[config.mk]
export PLATFORM = sky130hd
export DESIGN_NAME = dqs_burst_seq
export DESIGN_NICKNAME = d
export VERILOG_FILES = /design/src/rtl/dqs_burst_seq.sv
export SDC_FILE = /design/constraint.sdc
export NUM_CORES = 1
export LEC_CHECK = 0
export CORE_UTILIZATION = 58
export CTS_CLUSTER_SIZE = 25
export DETAILED_ROUTE_END_ITERATION = 16
export PLACE_DENSITY = 0.95
export RECOVER_POWER = 50
export SLEW_MARGIN = 20
export SYNTH_ARGS = -nofsm -noshare
export SYNTH_HDL_FRONTEND = slang
export SYNTH_SLANG_ARGS = --single-unit
export TNS_END_PERCENT = 50
[constraint.sdc]
create_clock -name clk_div -period 3.3 [get_ports clk_div]
set_clock_uncertainty 0.2 [all_clocks]
set_input_delay 0.825 -clock clk_div [delete_from_list [all_inputs] [get_ports clk_div]]
set_output_delay 0.825 -clock clk_div [all_outputs]
set_load 0.02 [all_outputs]
[src/rtl/dqs_burst_seq.sv]
// DQS burst sequencer: per-lane DQS din/tin words and DCI disable
// for read/write bursts, with preamble, postamble and seamless reload.
module dqs_burst_seq #(
  parameter int NUM_LANES   = 2,
  parameter int BURST_WIDTH = 6,
  parameter int WR_PRE      = 1,
  parameter int WR_POST     = 1,
  parameter int DCI_LEAD    = 2,
  parameter int DCI_TAIL    = 2
) (
  input  logic                   clk_div,
  input  logic                   rst,
  input  logic                   start,
  input  logic                   rd,
  input  logic [BURST_WIDTH-1:0] burst_cnt,
  input  logic [NUM_LANES-1:0]   lane_en,
  output logic                   ready,
  output logic                   ack,
  output logic                   busy,
  output logic                   done,
  output logic                   dci_disable,
  output logic [4*NUM_LANES-1:0] din,
  output logic [4*NUM_LANES-1:0] tin
);

  localparam int M1 = (WR_PRE > WR_POST) ? WR_PRE : WR_POST;
  localparam int M2 = (DCI_LEAD > DCI_TAIL) ? DCI_LEAD : DCI_TAIL;
  localparam int PM = (M1 > M2) ? M1 : M2;
  localparam int PW = $clog2(PM + 1);
  localparam int CW = (BURST_WIDTH > PW) ? BURST_WIDTH : PW;

  localparam logic [CW-1:0] C_ONE  = CW'(1);
  localparam logic [CW-1:0] C_TWO  = CW'(2);
  localparam logic [CW-1:0] C_WPRE = CW'(WR_PRE);
  localparam logic [CW-1:0] C_WPST = CW'(WR_POST);
  localparam logic [CW-1:0] C_RPRE = CW'(DCI_LEAD);
  localparam logic [CW-1:0] C_RPST = CW'(DCI_TAIL);

  typedef enum logic [1:0] {IDLE, LEAD, DATA, TAIL} state_t;

  state_t                 state;
  logic [CW-1:0]          cnt;
  logic                   mode;
  logic [NUM_LANES-1:0]   lanes;
  logic [BURST_WIDTH-1:0] blen;

  logic          last;
  logic          acc;
  logic [CW-1:0] pre;
  logic [CW-1:0] post;

  assign last  = (cnt == C_ONE);
  assign ready = (state == IDLE) || (state == DATA && last);
  assign acc   = start && ready && (burst_cnt != '0) &&
                 ((state != DATA) || (rd == mode));
  assign pre   = rd ? C_RPRE : C_WPRE;
  assign post  = mode ? C_RPST : C_WPST;

  // Output word for the state being entered: {dci_disable, din, tin}
  function automatic logic [8*NUM_LANES:0] words(
    input state_t               st,
    input logic                 md,
    input logic [NUM_LANES-1:0] ln
  );
    logic [4*NUM_LANES-1:0] d;
    logic [4*NUM_LANES-1:0] t;
    d = '0;
    t = '1;
    for (int k = 0; k < NUM_LANES; k++) begin
      if (ln[k] && !md && st != IDLE) begin
        t[4*k +: 4] = 4'b0000;
        if (st == DATA) d[4*k +: 4] = 4'b0101;
      end
    end
    return {!(md && st != IDLE), d, t};
  endfunction

  always_ff @(posedge clk_div or posedge rst) begin
    if (rst) begin
      state <= IDLE;
      cnt   <= '0;
      mode  <= 1'b0;
      lanes <= '0;
      blen  <= '0;
      ack   <= 1'b0;
      done  <= 1'b0;
      busy  <= 1'b0;
      {dci_disable, din, tin} <= words(IDLE, 1'b0, '0);
    end else begin
      ack  <= acc;
      done <= 1'b0;
      unique case (state)
        IDLE: begin
          if (acc) begin
            state <= LEAD;
            cnt   <= pre;
            mode  <= rd;
            lanes <= lane_en;
            blen  <= burst_cnt;
            busy  <= 1'b1;
            {dci_disable, din, tin} <= words(LEAD, rd, lane_en);
          end
        end
        LEAD: begin
          if (last) begin
            state <= DATA;
            cnt   <= CW'(blen);
            {dci_disable, din, tin} <= words(DATA, mode, lanes);
          end else begin
            cnt <= cnt - C_ONE;
          end
        end
        DATA: begin
          if (last && acc) begin
            cnt   <= CW'(burst_cnt);
            lanes <= lane_en;
            blen  <= burst_cnt;
            {dci_disable, din, tin} <= words(DATA, mode, lane_en);
          end else if (last) begin
            state <= TAIL;
            cnt   <= post;
            done  <= (post == C_ONE);
            {dci_disable, din, tin} <= words(TAIL, mode, lanes);
          end else begin
            cnt <= cnt - C_ONE;
          end
        end
        TAIL: begin
          if (last) begin
            state <= IDLE;
            busy  <= 1'b0;
            {dci_disable, din, tin} <= words(IDLE, mode, lanes);
          end else begin
            cnt  <= cnt - C_ONE;
            done <= (cnt == C_TWO);
          end
        end
      endcase
    end
  end

endmodule

# Word level (Yosys, flattened, before mapping)
# Cells that the tools add are included.
[totals]
in_bits = 12
output_inout_bits = 21
regBits = 37
word_cells = 105
[op_classes]
reduce_logical = 26
addsub = 1
eq_ne = 15
muxes = 52
[op_table]
columns = ["cell", "n"]
rows = [
  ["$mux 8", 8],
  ["$pmux 8 s4", 2],
  ["$mux 6", 7],
  ["$mux 4", 6],
  ["$pmux 6 s4", 1],
  ["$mux 2", 9],
  ["$ne 2x2->1 const B", 7],
  ["$mux 3", 4],
  ["$pmux 6 s2", 1],
  ["$logic_and 1x1->1", 11],
  ["$mux 1", 9],
  ["$pmux 2 s4", 1],
  ["$reduce_and 2->1", 4],
  ["$eq 6x1->1 const B", 1],
  ["$eq 6x2->1 const B", 1],
  ["$reduce_and 3->1", 2],
  ["$reduce_bool 6->1", 1],
  ["$sub 6x1->6 const B", 1],
  ["$reduce_and 5->1", 1],
  ["$eq 2x1->1 const B", 2],
  ["$eq 2x2->1 const B", 2],
  ["$pmux 1 s2", 2],
  ["$pmux 1 s4", 1],
  ["$pmux 2 s2", 1],
  ["6 further kinds", 9],
]

# Logic depth before layout (Yosys ltp)
[depth]
word_depth = 9
mapped_depth = 9

# Worst setup path after synthesis
# No wires, ideal clock.
[synth_path]
kind = "input to register"
from = "in burst_cnt[2]"
to = "reg cnt[2]"
stages = 6
path_slack_ns = 0.875
path_buffers = 1
t_required_ns = 2.979
arrival_ns = 2.104
path_cell_list = "nor4_1 > nand2_1 > and3b_1 > buf_6 > a221o_2 > a22o_1"
[synth_between]
elab_chain_len = 6
elab_cells_between_ends = 8
cone_classes = "1 x eq/ne; 2 x mux; 5 x reduce/logical"
[synth_lines]
columns = ["item", "line_no", "rtl"]
rows = [
  ["start, declared", "15", "input logic [BURST_WIDTH-1:0] burst_cnt,"],
  ["$reduce_bool 6->1", "54", "assign acc = start && ready && (burst_cnt != '0) &&"],
  ["$logic_and 1x1->1 (2 in a row)", "54", ""],
  ["$logic_and 1x1->1", "114", "if (last && acc) begin"],
  ["$mux 6", "114", ""],
  ["$pmux 6 s4", "92", "unique case (state)"],
  ["end signal, assigned", "96", "cnt <= pre;"],
  ["end signal, assigned", "115", "cnt <= CW'(burst_cnt);"],
  ["end signal, assigned", "121", "cnt <= post;"],
  ["end, declared", "42", "logic [CW-1:0] cnt;"],
]
# Several ways; a longest one is shown, not always the timed one.
# A chain may end at the register's enable or synchronous reset.

# Worst setup path in the final report
[layout_path]
from = "in rd"
to = "reg tin[4]"
[layout_between]
elab_chain_len = 6
elab_cells_between_ends = 12
cone_classes = "2 x eq/ne; 4 x mux; 6 x reduce/logical"
[layout_lines]
columns = ["item", "line_no", "rtl"]
rows = [
  ["start, declared", "14", "input logic rd,"],
  ["$eq 1x1->1", "55", "((state != DATA) || (rd == mode));"],
  ["$logic_or 1x1->1", "55", ""],
  ["$logic_and 1x1->1", "54", ""],
  ["$logic_and 1x1->1", "114", ""],
  ["$mux 8", "114", ""],
  ["$pmux 8 s4", "92", ""],
  ["end signal, assigned", "101", "{dci_disable, din, tin} <= words(LEAD, rd, lane_en);"],
  ["end signal, assigned", "118", "{dci_disable, din, tin} <= words(DATA, mode, lane_en);"],
  ["end signal, assigned", "123", "{dci_disable, din, tin} <= words(TAIL, mode, lanes);"],
  ["end, declared", "23", "output logic [4*NUM_LANES-1:0] tin"],
]
# Several ways; a longest one is shown, not always the timed one. The select of a mux whose other input is x is not followed.

==> qor.txt <==
Status -> completed
CP max FO -> 9
Clock Path Buffers -> 2
Number of synthesized flops with an enable pin -> 0
CP max stage delay -> 500 ps
Synth Warn # -> 0
Antenna violations before repair -> 0
DR DRC count -> 0
Final setup vio count -> 0
Placed Instance Area -> 2540 sq um
Min Clock Period, post-route -> 2900 ps
Pwr per Cell Area -> 1110 nW/um^2
Die H -> 63.7 um
Post-CTS setup buffer count -> 0
Pleak -> 1.19 nW
Peak supply drop -> 0.000610 V
Total negative slack -> 0 ps
Hold_ws -> 285 ps
Max Fclk -> 345 MHz
Vias in the first global route -> 1,822
Min-Delay Path Class -> reg2reg
Syn nets -> 245
Clock Tree Root -> clkbuf_8
# port buffers -> 32
Max-cap violation count -> 0
Final Hold Fails -> 0
Largest net degree at the start of global routing -> 38
Site row count -> 22
Drt total wl -> 4.99 mm
I/O pin count -> 33
Global-route usage over all layers -> 27.8%
Crit-path cells -> clkdlybuf4s50_1 > xor2_1 > a21boi_2 > and3b_1 > a21boi_4 > o21ai_0 > a211oi_1
CP endpoint kind -> flop
Design Area, Final -> 2670 sq um
Starting density of the core -> 60.4%
Initial DRC Count -> 123
Synth Instances -> 225
Commonest non-fill, non-tap cell in the layout -> dfrtp_1
Worst slew pin tran -> 854 ps
Final Power -> 2.96 mW
RD Place Congestion -> 0.884
Die Width -> 63.7 um
Utilization after layout -> 72.9%
Clock Sinks -> 37
Data required, critical path -> 3310 ps
Nets -> 277
Unique masters post-synth -> 56
Period utilisation layout -> 87.9%
Async set or reset register ratio after synthesis -> 100%
DR WL/cell -> 16.3 um
Post-synth top flop -> dfrtp_1
Vias per cell -> 6.20
Detailed Place HPWL -> 3.53 mm
H-tree levels -> 2
Final-layout fill cell count -> 264
RSZ-0062 raised after global routing -> false
Mean Syn Cell Area -> 9.82 sq um
Slowest cell on the critical path -> clkdlybuf4s50_1
Diodes inserted -> 0
Total die area -> 4060 sq um
Register area -> 937 sq um
Seq/Total Area, Yosys -> 42.4%
P&R area growth vs syn -> 20.7%
Vias -> 1,896
Synthesized area -> 2210 sq um
Arr. time, crit path -> 2910 ps
Relative slew slack -> 43.1%
CTS Buf Count -> 5
Most frequent cells in the layout -> 28 x dfrtp_1, 23 x nor2_1, 21 x clkdlybuf4s50_1
Post-synthesis register bit count -> 37
Detail Route Antenna Nets -> 0
Share of cells above drive strength 1 -> 17.8%
Area of the multi-input gates -> 1180 sq um
DRT Pass-1 Iters -> 4
Slew Limit Fails -> 0
Skew-Pair Late Insertion Delay -> 290 ps
Core ar. -> 3660 sq um
Reg clk slew, reported paths -> 80 ps
CTS tree -> done
First-pass GRT wire length -> 8.74 mm
Critical path class -> in2reg
Grt total ovfl -> 0
CP startpoint kind -> input pin
[path summary, 6_finish.rpt]
path | start | cells after the start | end | slack [ps]
max reg2reg | cnt[1]$_DFFE_PP0P_ | 8 | tin[4]$_DFFE_PP1P_ | 650
max in group asynchronous | rst | 3 | blen[0]$_DFFE_PP0P_ | 1330
min in group asynchronous | rst | 3 | din[1]$_DFFE_PP0P_ | 1030
min | din[5]$_DFFE_PP0P_ | 1 | din[5]$_DFFE_PP0P_ | 290
max | rd | 7 | tin[4]$_DFFE_PP1P_ | 400
min reg2reg | din[5]$_DFFE_PP0P_ | 1 | din[5]$_DFFE_PP0P_ | 290
[power breakdown]
part	switching, mW	total, mW	internal, mW
Sequential	0.180	0.876	0.696
Combinational	0.941	1.69	0.744
Clock	0.155	0.402	0.246
[sequential cells by signal, summed over array words and instances, names as in the netlist]
signal	count
tin	8
dci_disable	1
mode	1
blen	6
lanes	2
busy	1
ack	1
din	8
state	2
cnt	6
done	1
[synth_stat cells, types with 2 or more instances]
master | n | area, sq um
a211oi_1 | 4 | 30.0
a21o_1 | 5 | 37.5
a21oi_1 | 13 | 65.1
a21oi_2 | 4 | 35.0
a221o_2 | 4 | 45.0
a22o_1 | 4 | 35.0
a22oi_1 | 2 | 15.0
and2_1 | 5 | 31.3
and3_1 | 4 | 25.0
buf_2 | 3 | 15.0
buf_4 | 2 | 15.0
buf_6 | 2 | 22.5
clkbuf_1 | 2 | 7.51
dfrtp_1 | 28 | 701
dfstp_2 | 9 | 236
ha_1 | 8 | 100
inv_1 | 11 | 41.3
mux2_2 | 10 | 113
nand2_1 | 13 | 48.8
nand3_1 | 3 | 15.0
nand4_1 | 2 | 12.5
nor2_1 | 23 | 86.3
nor2b_1 | 2 | 12.5
nor3_1 | 4 | 20.0
nor3b_1 | 2 | 15.0
nor4_1 | 3 | 18.8
o21ai_0 | 19 | 95.1
o221a_1 | 3 | 33.8
o22ai_1 | 2 | 12.5
o31ai_1 | 2 | 15.0
or2_2 | 2 | 12.5
[worst max-delay path, delay by kind of cell]
kind / cells / cell delay [ps]
AND/OR/NAND/NOR: 1 / 430
buffers and inverters: 1 / 500
AO/OA/AOI/OAI: 4 / 960
XOR/XNOR: 1 / 190
[through the flow]
stage,setup WS (ps),std cells
floorplan,875,225
global placement,187,298
detailed placement,133,298
CTS,18.1,306
global route,264,306
finish,401,306
[area by class of cell]
type,count,share of cell area [%]
Multi-Input combinational cell,168,44.1
Sequential cell,37,35.1
Timing Repair Buffer,34,12.6
Clock buffer,7,3.24
Tap cell,48,2.25
Inverter,11,1.55
Clock inverter,1,1.13
[logic make-up (layout without fill, tap and decap cells)]
group	Yosys count	in the layout	synth area share (%)
adder cells (fa/ha/maj)	8	8	4.53
AND/OR/NAND/NOR	74	74	18.4
buffers and inverters	20	53	4.59
AO/OA/AOI/OAI	74	74	24.1
XOR/XNOR	1	1	0.396
flip-flops	37	37	42.4
multiplexers	11	11	5.55
[metal layers]
metal	up-vias	routed length [um]	GRT usage, %
li1	897	-	-
met1	925	2260	38.4
met2	62	2330	42.3
met3	12	290	5.62
met4	0	100	11.9
met5	-	0	0
[what timing repair did]
action,4_1_cts,5_1_grt
endpoints found under the hold margin,0,0
hold buffers,0,0
setup endpoints to repair,0,1
resized for setup,0,2
No activity file was read; power rests on OpenSTA's default activity.
